<file path="src/rtl/dma_sched.sv">
// dma_sched: queues DMA descriptors and issues them one at a time to the reader/writer engines.
// Optional completion watchdog enabled by defining DMA_SCHED_TIMEOUT_EN.
//
// state  | meaning
// IDLE   | waiting for a queued descriptor; pops and loads transfer outputs
// LAUNCH | start pulse(s) issued to reader/writer
// WAIT   | collecting reader/writer done pulses
// CMPL   | completion presented until cmpl_ready
module dma_sched #(
    parameter int          INTERNAL_RADDR_WIDTH = 64,
    parameter int          INTERNAL_WADDR_WIDTH = 64,
    parameter int          BTT_WIDTH            = 32,
    parameter int          TAG_WIDTH            = 8,
    parameter int          DEPTH                = 4,
    parameter int unsigned TIMEOUT_CYCLES       = 65535
) (
    input  logic                            clk,
    input  logic                            rst,
    input  logic                            desc_valid,
    output logic                            desc_ready,
    input  logic [INTERNAL_RADDR_WIDTH-1:0] desc_raddr,
    input  logic [INTERNAL_WADDR_WIDTH-1:0] desc_waddr,
    input  logic [BTT_WIDTH-1:0]            desc_btt,
    input  logic                            desc_write_zero,
    input  logic [TAG_WIDTH-1:0]            desc_tag,
    output logic [INTERNAL_RADDR_WIDTH-1:0] read_start_addr,
    output logic [INTERNAL_WADDR_WIDTH-1:0] write_start_addr,
    output logic [BTT_WIDTH-1:0]            btt,
    output logic                            write_zero,
    output logic                            reader_start,
    output logic                            writer_start,
    input  logic                            reader_done,
    input  logic                            writer_done,
    output logic                            cmpl_valid,
    input  logic                            cmpl_ready,
    output logic [TAG_WIDTH-1:0]            cmpl_tag,
    output logic                            cmpl_err,
    output logic                            busy,
    output logic [$clog2(DEPTH):0]          queue_count
);

    localparam int AW = $clog2(DEPTH);
    localparam int CW = AW + 1;

    if (DEPTH < 2 || (DEPTH & (DEPTH - 1)) != 0 || TIMEOUT_CYCLES == 0) begin : g_cfg_check
        $error("dma_sched: DEPTH must be a power of two >= 2 and TIMEOUT_CYCLES nonzero");
    end

    typedef enum logic [1:0] {S_IDLE, S_LAUNCH, S_WAIT, S_CMPL} state_t;

    state_t state, state_nxt;

    logic [INTERNAL_RADDR_WIDTH-1:0] q_raddr [DEPTH];
    logic [INTERNAL_WADDR_WIDTH-1:0] q_waddr [DEPTH];
    logic [BTT_WIDTH-1:0]            q_btt   [DEPTH];
    logic                            q_wz    [DEPTH];
    logic [TAG_WIDTH-1:0]            q_tag   [DEPTH];

    logic [AW-1:0]        wr_ptr, rd_ptr;
    logic [CW-1:0]        count;
    logic                 push, pop;
    logic [TAG_WIDTH-1:0] tag_q;
    logic                 rd_done, wr_done, rd_done_nxt, wr_done_nxt, both_done;
    logic                 timeout;

    // Ready is based on the registered count only, so a pop in the same cycle does not raise it.
    assign desc_ready  = (count < CW'(DEPTH));
    assign push        = desc_valid & desc_ready;
    assign pop         = (state == S_IDLE) && (count != '0);
    assign queue_count = count;
    assign cmpl_tag    = tag_q;

    always_ff @(posedge clk) begin
        if (rst) begin
            wr_ptr <= '0;
            rd_ptr <= '0;
            count  <= '0;
        end else begin
            if (push) wr_ptr <= wr_ptr + 1'b1;
            if (pop)  rd_ptr <= rd_ptr + 1'b1;
            case ({push, pop})
                2'b10:   count <= count + 1'b1;
                2'b01:   count <= count - 1'b1;
                default: count <= count;
            endcase
        end
    end

    always_ff @(posedge clk) begin
        if (push) begin
            q_raddr[wr_ptr] <= desc_raddr;
            q_waddr[wr_ptr] <= desc_waddr;
            q_btt[wr_ptr]   <= desc_btt;
            q_wz[wr_ptr]    <= desc_write_zero;
            q_tag[wr_ptr]   <= desc_tag;
        end
    end

    always_ff @(posedge clk) begin
        if (rst) begin
            read_start_addr  <= '0;
            write_start_addr <= '0;
            btt              <= '0;
            write_zero       <= 1'b0;
            tag_q            <= '0;
        end else if (pop) begin
            read_start_addr  <= q_raddr[rd_ptr];
            write_start_addr <= q_waddr[rd_ptr];
            btt              <= q_btt[rd_ptr];
            write_zero       <= q_wz[rd_ptr];
            tag_q            <= q_tag[rd_ptr];
        end
    end

    // Done pulses only count while in WAIT; the current cycle's pulses take effect immediately.
    assign rd_done_nxt = rd_done | reader_done;
    assign wr_done_nxt = wr_done | writer_done;
    assign both_done   = rd_done_nxt & wr_done_nxt;

    always_ff @(posedge clk) begin
        if (rst) begin
            state   <= S_IDLE;
            rd_done <= 1'b0;
            wr_done <= 1'b0;
        end else begin
            state <= state_nxt;
            if (pop) begin
                rd_done <= 1'b0;
                wr_done <= 1'b0;
            end else if (state == S_LAUNCH) begin
                rd_done <= write_zero;
            end else if (state == S_WAIT) begin
                rd_done <= rd_done_nxt;
                wr_done <= wr_done_nxt;
            end
        end
    end

    always_comb begin
        state_nxt    = state;
        reader_start = 1'b0;
        writer_start = 1'b0;
        cmpl_valid   = 1'b0;
        busy         = (state != S_IDLE);
        case (state)
            S_IDLE:   if (pop) state_nxt = S_LAUNCH;
            S_LAUNCH: begin
                writer_start = 1'b1;
                reader_start = ~write_zero;
                state_nxt    = S_WAIT;
            end
            S_WAIT:   if (both_done || timeout) state_nxt = S_CMPL;
            S_CMPL:   begin
                cmpl_valid = 1'b1;
                if (cmpl_ready) state_nxt = S_IDLE;
            end
            default:  state_nxt = S_IDLE;
        endcase
    end

`ifdef DMA_SCHED_TIMEOUT_EN
    logic [31:0] wdog;
    logic        err_q;

    // Counter is 0 in the first WAIT cycle, so the limit is hit in WAIT cycle TIMEOUT_CYCLES.
    assign timeout  = (wdog == 32'(TIMEOUT_CYCLES - 1)) && !both_done;
    assign cmpl_err = err_q;

    always_ff @(posedge clk) begin
        if (rst) begin
            wdog  <= '0;
            err_q <= 1'b0;
        end else begin
            if (state == S_LAUNCH)    wdog <= '0;
            else if (state == S_WAIT) wdog <= wdog + 32'd1;
            if (state == S_WAIT && timeout)         err_q <= 1'b1;
            else if (state == S_CMPL && cmpl_ready) err_q <= 1'b0;
        end
    end
`else
    assign timeout  = 1'b0;
    assign cmpl_err = 1'b0;
`endif

endmodule
</file>
<file path="config.mk">
export PLATFORM = sky130hd
export DESIGN_NAME = dma_sched
export DESIGN_NICKNAME = d
export VERILOG_FILES = /design/src/rtl/dma_sched.sv
export SDC_FILE = /design/constraint.sdc
export NUM_CORES = 1
export LEC_CHECK = 0
export CAP_MARGIN = 0
export CORE_ASPECT_RATIO = 0.8
export CORE_UTILIZATION = 60
export CTS_CLUSTER_DIAMETER = 100
export DETAILED_ROUTE_END_ITERATION = 10
export GPL_TIMING_DRIVEN = 0
export PLACE_DENSITY = 0.85
export SLEW_MARGIN = 20
export SYNTH_ARGS = -nofsm -noshare
export SYNTH_HDL_FRONTEND = slang
export SYNTH_SLANG_ARGS = --single-unit
</file>
<file path="constraint.sdc">
create_clock -name clk -period 9.9 [get_ports clk]
set_clock_uncertainty 0.2 [all_clocks]
set_input_delay 1.485 -clock clk [delete_from_list [all_inputs] [get_ports clk]]
set_output_delay 1.485 -clock clk [all_outputs]
set_load 0.05 [all_outputs]
</file>
---- Word-level counts from Yosys, hierarchy flattened ----
Memories as Yosys holds them, arrays and structs flattened. A register that Yosys moved wholly into a read port is not among the register bits.
Index checks and enable logic that the tools add are counted.
cells by class
  $add $sub $neg .......................... 4
  order comparisons ....................... 1
  equal/unequal tests ..................... 8
  muxes and demuxes ....................... 12
  bitwise gates (word level) .............. 6
  reduce and logical (&&, ||, !) cells .... 9
operators by type and width
  operator               number
  $pmux W2 S4            1
  $mux W1                7
  $eq A2 B2 Y1 const B   3
  $mux W2                3
  $ne A2 B2 Y1 const B   3
  $pmux W3 S2            1
  $reduce_bool A2 Y1     3
  $add A2 B1 Y2 const B  2
  $eq A2 B1 Y1 const B   2
  $add A3 B1 Y3 const B  1
  $lt A3 B3 Y1 const B   1
  $reduce_and A3 Y1      1
  $reduce_bool A3 Y1     1
  $sub A3 B1 Y3 const B  1
  $and A1 B1 Y1          2
  $logic_not A2 Y1       1
  $not A1 Y1             2
  $or A1 B1 Y1           2
  $reduce_and A2 Y1      1
  $reduce_or A2 Y1       1
  $logic_and A1 B1 Y1    1
storage, ports and cells
  bits in registers ....................... 11
  memory bits (writable) .................. 676
  input port bits ......................... 175
  output and inout port bits .............. 178
  word-level logic and storage cells ...... 51
  memories kept ........................... 5
memory list
  memory   words  bits a word  rd ports  clocked after Yosys merged registers in  write ports  line  RTL
  q_raddr  4      64           1         1                                        1            53    logic [INTERNAL_RADDR_WIDTH-1:0] q_raddr [DEPTH];
  q_waddr  4      64           1         1                                        1            54    logic [INTERNAL_WADDR_WIDTH-1:0] q_waddr [DEPTH];
  q_btt    4      32           1         1                                        1            55    logic [BTT_WIDTH-1:0] q_btt [DEPTH];
  q_tag    4      8            1         1                                        1            57    logic [TAG_WIDTH-1:0] q_tag [DEPTH];
  q_wz     4      1            1         1                                        1            56    logic q_wz [DEPTH];

---- Depth between registers and ports, before layout ----
Gate-level depths: netlist (run 1).
  word-level depth ........................ 4
  gate-level depth with buffers ........... 10
  depth with buffers taken out ............ 10

---- Least setup slack after synthesis (run 1) ----
Ideal clock, no wire load.
  path type ............................... input to register
  from .................................... in desc_valid
  to ...................................... mem q_btt[0][0] (enable)
  library setup time ...................... 549 ps
  arrival ................................. 5731 ps
  data required time ...................... 9151 ps
  path slack .............................. 3419 ps
  stages on the path ...................... 3
  path buffers ............................ 1
  cells stage by stage .................... nor2b_1 clkbuf_1 and2_1
on the way
  word-level cells in the longest chain between the ends .. 3
RTL lines
  item                           line  RTL
  start: declaration             19    input logic desc_valid,
  $and A1 B1 Y1                  68    assign push = desc_valid & desc_ready;
  $mux W1                        90    if (push) begin
  $mux W1 (not written as such)  93    q_btt[wr_ptr] <= desc_btt;
  end: declaration               55
Every way passes these cells.

---- Worst setup path in the final report (run 1) ----
  from .................................... reg state[1]
  to ...................................... out reader_start
on the way
  word-level cells in the longest chain between the ends .. 2
RTL lines
  item                      line  RTL
  start: declaration        51    state_t state, state_nxt;
  start signal: assignment  126   state <= state_nxt;
  $eq A2 B1 Y1              145   case (state)
  $mux W1                   145
  end: declaration          30    output logic reader_start,
Every way passes these cells.

==> results of run 1 <==
==> state kept, by name, summed over array words and instances, names as in the netlist, 3 cells and up <==
signal,flops
q_wz,4
write_start_addr,64
queue_count,3
q_waddr,256
q_raddr,256
q_btt,128
read_start_addr,64
cmpl_tag,8
btt,32
q_tag,32
==> stage by stage <==
stage	setup slack (ps)	hold slack (ps)	instances	power, mW	util, %
finish	5870	271	2529	11.7	75.7
global route	5810	288	2525	12.1	75.7
CTS	5880	273	2524	11.8	75.7
detailed placement	5980	258	2379	8.72	70.4
global placement	-211	259	2363	8.67	69.5
floorplan	3420	238	1337	7.41	-
==> tightest hold or removal path, cell delays in order (launching register included) <==
cell and delay, ps:
dfxtp_1 320, a21oi_1 40, nor2_1 70
==> layout by cell type, fill, tap and decap left out, drive strengths merged <==
master | Yosys | final
a2111oi | 1 | 1
a211oi | 1 | 1
a21oi | 3 | 3
a221o | 1 | 1
a221oi | 1 | 1
a22o | 169 | 169
and2 | 4 | 4
buf | 62 | 78
bufinv | 0 | 6
clkbuf | 15 | 136
clkdlybuf4s50 | 0 | 351
clkinv | 0 | 14
clkinvlp | 0 | 2
conb | 1 | 1
dfxtp | 180 | 180
diode | 0 | 5
edfxtp | 676 | 676
fa | 1 | 1
ha | 11 | 11
inv | 12 | 14
mux2i | 2 | 2
mux4 | 169 | 169
nand2b | 3 | 3
nor2 | 10 | 10
nor2b | 3 | 3
nor3 | 1 | 1
o21ai | 2 | 2
o22ai | 1 | 1
o311ai | 1 | 1
o31ai | 1 | 1
or3 | 1 | 1
xnor2 | 2 | 2
xor2 | 3 | 3
==> layer usage <==
layer	share of wire, %	GRT usage, %	up-vias
li1	-	-	6508
met1	37	33.9	8025
met2	51	44.1	729
met3	9.4	7.62	128
met4	2.6	8.25	10
met5	0.11	0	-
==> synth_stat cells, types with 3 or more instances <==
cell type    n
xor2_1       3
ha_1        11
and2_1       4
buf_2       38
buf_6       22
inv_1       11
mux4_2     169
nor2_1       8
nand2b_1     3
nor2b_1      3
a22o_1     169
edfxtp_1   676
a21oi_1      3
clkbuf_1    15
dfxtp_1    180
==> cells by family (layout without fill, tap and decap cells) <==
| logic type | count (synthesis) | count (layout) |
|---|---|---|
| AND/OR/NAND/NOR | 22 | 22 |
| other | 1 | 6 |
| buffers and inverters | 89 | 601 |
| XOR/XNOR | 5 | 5 |
| AO/OA/AOI/OAI | 181 | 181 |
| adder cells (fa/ha/maj) | 12 | 12 |
| flip-flops | 856 | 856 |
| multiplexers | 171 | 171 |
==> layout make-up <==
type	instances	area [um2]
antenna	5	12.5
buffer	77	509
clock buffer	121	2320
clock inverter	24	303
fill	2575	12100
inverter	12	45.0
multi-input combinational	392	5750
sequential	856	23900
tap	675	845
timing repair buffer	367	3950
==> power groups by stage <==
stage          Sequential [mW]  Clock (mW)  Combinational [mW]
2_1_floorplan             6.05           0                1.36
3_3_place_gp              5.05           0                3.62
3_5_place_dp              4.95           0                3.77
4_1_cts                   4.91        3.08                3.81
5_1_grt                   4.96        3.22                3.95
6_report                  4.91        3.04                3.78
==> path summary, 6_finish.rpt <==
| path | from | endpoint | cells after the start |
|---|---|---|---|
| hold reg to reg | wr_done$_SDFFE_PP0P_ | wr_done$_SDFFE_PP0P_ | 2 |
| setup reg to reg | state[0]$_SDFFE_PP0P_ | queue_count[2]$_SDFFE_PP0P_ | 10 |
| setup / recovery | state[1]$_SDFFE_PP0P_ | reader_start | 4 |
| hold / removal | wr_done$_SDFFE_PP0P_ | wr_done$_SDFFE_PP0P_ | 2 |
==> summary.md, run 1 <==
Pwr
- total internal power: 7.81 mW
- switching share of power: 33.4%
- clock share of power: 25.9%
- reported leakage power: 12.5 nW
- switching component of the power: 3.93 mW
- highest ir drop seen on vdd: 0.222 mV
- sequential share of power: 41.8%
- power density of the placed cells: 312 mW/mm2
- Comb pwr share: 32.2%

Timing
- Min Clock Period, post-route: 4030 ps
- Rel. slew slack: 39.1%
- number of slew-limit violations in the final report: 0
- Period Utilization, post-route: 40.7%
- final setup TNS: 0 ps
- final hold violation count: 0
- Max Freq: 248 MHz
- total setup violations reported at the end of the flow: 0
- unrepaired setup endpoints after global routing: false
- slew at the pin closest to its max-slew limit: 914 ps

Setup path
- data arrival time of the critical path: 2340 ps
- cell family with most CP delay: buffers and inverters
- category of the worst setup path capture point: output pin
- data required time of the critical path: 8220 ps
- highest fanout seen on the critical path: 5
- Setup crit start kind: flip-flop
- CP max stage delay: 850 ps
- startpoint-to-endpoint class of the critical path: flip-flop to output pin
- worst setup slack for register-to-register paths: 7240 ps
- cell breakdown of the critical path: inv_1 -> ha_1 -> nor2b_1 -> clkdlybuf4s50_1
- CP max-delay cell: clkdlybuf4s50_1
- buffering stage count on the worst path with inverters included: 2

Synthesis
- top area cells in the synthesized netlist: edfxtp_1 67%, mux4_2 13%, dfxtp_1 12%, a22o_1 4.9%, buf_6 0.82%
- post-synthesis net count: 1524
- number of enable-type register cells in the synthesized netlist: 676
- number of warnings printed during yosys synthesis: 0
- largest family of logic cells by synthesized area: multiplexers
- Synth Area per Inst: 22.6 um2
- synthesis-stage register bit count: 856
- cell type with the highest aggregate area in the netlist: edfxtp_1
- netlist area before placement: 0.0302 mm2
- async set-reset flop share out of synthesis: 0%
- Main synth FF type: edfxtp_1
- Post-Synthesis Cells: 1337
- fraction of the mapped netlist area in adder cells: 0.522%
- post-synth top area share: 67.2%
- Post-Synth Simple-Gate Area: 0.431%
- mux contribution to synthesized area: 12.7%
- sequential fraction of the synthesis area: 79.2%
- share of the synthesized netlist area taken by xor and xnor gates: 0.145%
- compound-cell area share of the yosys netlist: 5.22%
- number of distinct library cells after synthesis: 33

Clock network
- total clock sinks: 856
- hold buffer count at cts: 0
- number of setup buffers added after CTS: 0
- clock tree from TritonCTS: built
- clock latency of the later-clocked register in the worst-skew pair: 600 ps
- maximum buffer depth of the clock tree: 3
- number of buffers created by CTS: 79
- count of H-tree levels built during CTS: 3
- Post-CTS Resized: 0
- master cell of the clock root buffer: clkbuf_16
- clock slew seen by the registers of the worst setup and hold paths: 60 ps

Global route
- global-route wire length before repair: 100 mm
- total routing usage reported by global routing: 26.5%
- initial antenna violation count: 10
- total overflow reported by the global router: 0
- vias in the first global route: 16.1k
- largest net degree at the start of global routing: 46

Final layout
- final non-filler cell area: 0.0376 mm2
- number of nets in the final layout: 1972
- area delta synth->final: 24.6%
- share of layout cells above drive strength 1: 19.8%

Flow run
- # Max-Cap Violations: 0

Drt
- wire length reported by the detailed router: 66.6 mm
- Final ANT Viol Nets: 0
- post-route DRC violation count: 0
- Via Count: 15.4k
- drt initial violations: 1268
- number of vias per cell: 6.09
- routed wire length per instance: 26.3 um
- Pre-Repair DR Iteration Count: 7

Die
- Row Count: 73
- top-level I/O count: 353
- die outline area: 0.0512 mm2
- effective utilization at floorplan: 60.8%
- core area: 0.0497 mm2
- vertical die dimension: 203 um
- Horiz. Die Dim: 253 um

Worst hold path
- Hold WC Path Type: flip-flop to flip-flop

Placement
- DP HPWL: 40.3 mm
- Final Wtd Congestion: 0.770
- count of buffers from port buffering: 351
- Placed Area: 0.0350 mm2

Status
- run status: finished, final reports clean

(Power assumes the default switching activity.)
==> run 2: changes to the inputs <==
- CORE_UTILIZATION: 60 -> 55
- PLACE_DENSITY: 0.85 -> 0.79
- clock period: 9.9 -> 3.85 ns (I/O delays scaled with it)
==> summary.md, run 2 (synthesis results as in run 1) <==
Status
- run status: finished, final reports clean

Die
- die outline area: 0.0558 mm2, +9.0%
- effective utilization at floorplan: 55.9%, -4.9 points
- Horiz. Die Dim: 264 um, +4.4%
- Row Count: 76, +4.1%
- vertical die dimension: 212 um, +4.4%
- top-level I/O count: 353, unchanged
- core area: 0.0540 mm2, +8.7%

Timing
- Rel. slew slack: 39.7%, +0.66 points
- unrepaired setup endpoints after global routing: false
- final setup TNS: 0 ps, unchanged
- Period Utilization, post-route: 79.9%
- Worst Hold Slack: 275 ps, +3.55 ps
- Max Freq: 325 MHz
- slew at the pin closest to its max-slew limit: 904 ps, -9.85 ps
- number of slew-limit violations in the final report: 0, unchanged
- final hold violation count: 0, unchanged
- total setup violations reported at the end of the flow: 0, unchanged
- Min Clock Period, post-route: 3080 ps

Setup path
- category of the worst setup path capture point: output pin
- cell breakdown of the critical path: inv_1 -> ha_1 -> nor2b_1 -> clkdlybuf4s50_1
- data arrival time of the critical path: 2300 ps, -40 ps
- CP max stage delay: 840 ps, about the same
- buffering stage count on the worst path with inverters included: 2, unchanged
- Setup crit start kind: flip-flop
- data required time of the critical path: 3070 ps, -5150 ps
- startpoint-to-endpoint class of the critical path: flip-flop to output pin
- CP max-delay cell: clkdlybuf4s50_1
- cell family with most CP delay: buffers and inverters
- highest fanout seen on the critical path: 5, unchanged

Placement
- DP HPWL: 39.1 mm, -3.0%
- count of buffers from port buffering: 351, unchanged
- Final Wtd Congestion: 0.784, +1.8%
- Placed Area: 0.0350 mm2, about the same
- DP Cell Count: 2406, +1.1%

Pwr
- reported leakage power: 12.5 nW, -0.18%
- highest ir drop seen on vdd: 0.479 mV, +120%
- total power: 29.9 mW, +150%
- power density of the placed cells: 795 mW/mm2, +160%

Final layout
- final cell count without fillers: 2555, +1.0%
- commonest cells after routing, fill and taps aside: 676 x edfxtp_1, 351 x clkdlybuf4s50_1, 180 x dfxtp_1
- number of nets in the final layout: 1971, -0.051%
- most common cell after layout, fill and taps aside: edfxtp_1
- final non-filler cell area: 0.0376 mm2, -0.14%
- area delta synth->final: 24.4%
- largest registers: q_raddr x256, q_waddr x256, q_btt x128
- share of layout cells above drive strength 1: 20.2%, +0.39 points
- fill cell total of the finished layout: 3245, +26%

Drt
- routed wire length per instance: 24.8 um, -5.7%
- number of vias per cell: 5.82, -4.4%
- Via Count: 14.9k, -3.4%
- drt initial violations: 1078, -15%
- Pre-Repair DR Iteration Count: 6, -1
- Final ANT Viol Nets: 0, unchanged
- post-route DRC violation count: 0, unchanged
- wire length reported by the detailed router: 63.5 mm, -4.7%

Clock network
- master cell of the clock root buffer: clkbuf_16
- clock latency of the later-clocked register in the worst-skew pair: 620 ps, +20 ps
- hold buffer count at cts: 0, unchanged
- clock tree from TritonCTS: built
- maximum buffer depth of the clock tree: 3, unchanged
- number of buffers created by CTS: 78, -1.3%
- number of setup buffers added after CTS: 0, unchanged
- clock slew seen by the registers of the worst setup and hold paths: 60 ps, about the same
- total clock sinks: 856, unchanged
- Post-CTS Resized: 0, unchanged
- count of H-tree levels built during CTS: 3, unchanged

Global route
- initial antenna violation count: 9, -1
- total overflow reported by the global router: 0, unchanged
- largest net degree at the start of global routing: 46, unchanged
- total routing usage reported by global routing: 22.9%, -3.6 points
- vias in the first global route: 15.6k, -3.3%
- global-route wire length before repair: 94.8 mm, -5.3%

Flow run
- # Max-Cap Violations: 0, unchanged

Worst hold path
- Hold WC Path Type: flip-flop to flip-flop

==> run 2: path summary, 6_finish.rpt <==
path	slack [ps]	start	cells past startpoint	end
setup / recovery	770	state[1]$_SDFFE_PP0P_	4	reader_start
hold / removal	270	rd_done$_SDFFE_PP0P_	2	rd_done$_SDFFE_PP0P_
setup reg to reg	1200	state[0]$_SDFFE_PP0P_	10	queue_count[2]$_SDFFE_PP0P_
hold reg to reg	270	rd_done$_SDFFE_PP0P_	2	rd_done$_SDFFE_PP0P_
==> run 2: layout make-up <==
type	instances	area, um2	area share (%)
multi-input cells	392	5750	15.3
repair buffers	367	3890	10.4
well taps	702	878	2.34
clock buffers	116	2320	6.18
diodes	5	12.5	0.0333
plain buffers	77	509	1.36
clock inverters	28	265	0.706
inverters	12	45.0	0.120
flip-flops and latches	856	23900	63.6
==> run 2: report_power, final <==
part	switching, mW	internal, mW
sequential	0.713	11.8
clock	3.28	4.46
combinational	5.95	3.66
==> run 2: worst register-to-register path: stages, from the launching register on <==
cell	delay, ps
dfxtp_1	330
inv_1	150
ha_1	310
o31ai_4	130
inv_2	140
ha_1	210
inv_1	60
fa_1	390
xor2_1	170
or3_1	310
a21oi_1	150
==> run 2: metrics by stage <==
| step | setup slack, ps | util [%] |
|---|---|---|
| after CTS | 748 | 69.5 |
| after floorplan | 148 | - |
| final | 772 | 69.6 |
| after global placement | -2090 | 64.0 |
| after global routing | 660 | 69.6 |
| after detailed placement | 878 | 64.8 |
==> run 2: metal layers <==
layer  GRT usage (%)  vias to the layer above  part of all wire [%]
met1            30.6                     7792                    41
met5               0                        -                  0.11
met4            6.52                       10                   2.0
li1                -                     6508                     -
met3            6.53                      102                   7.6
met2            37.2                      457                    49
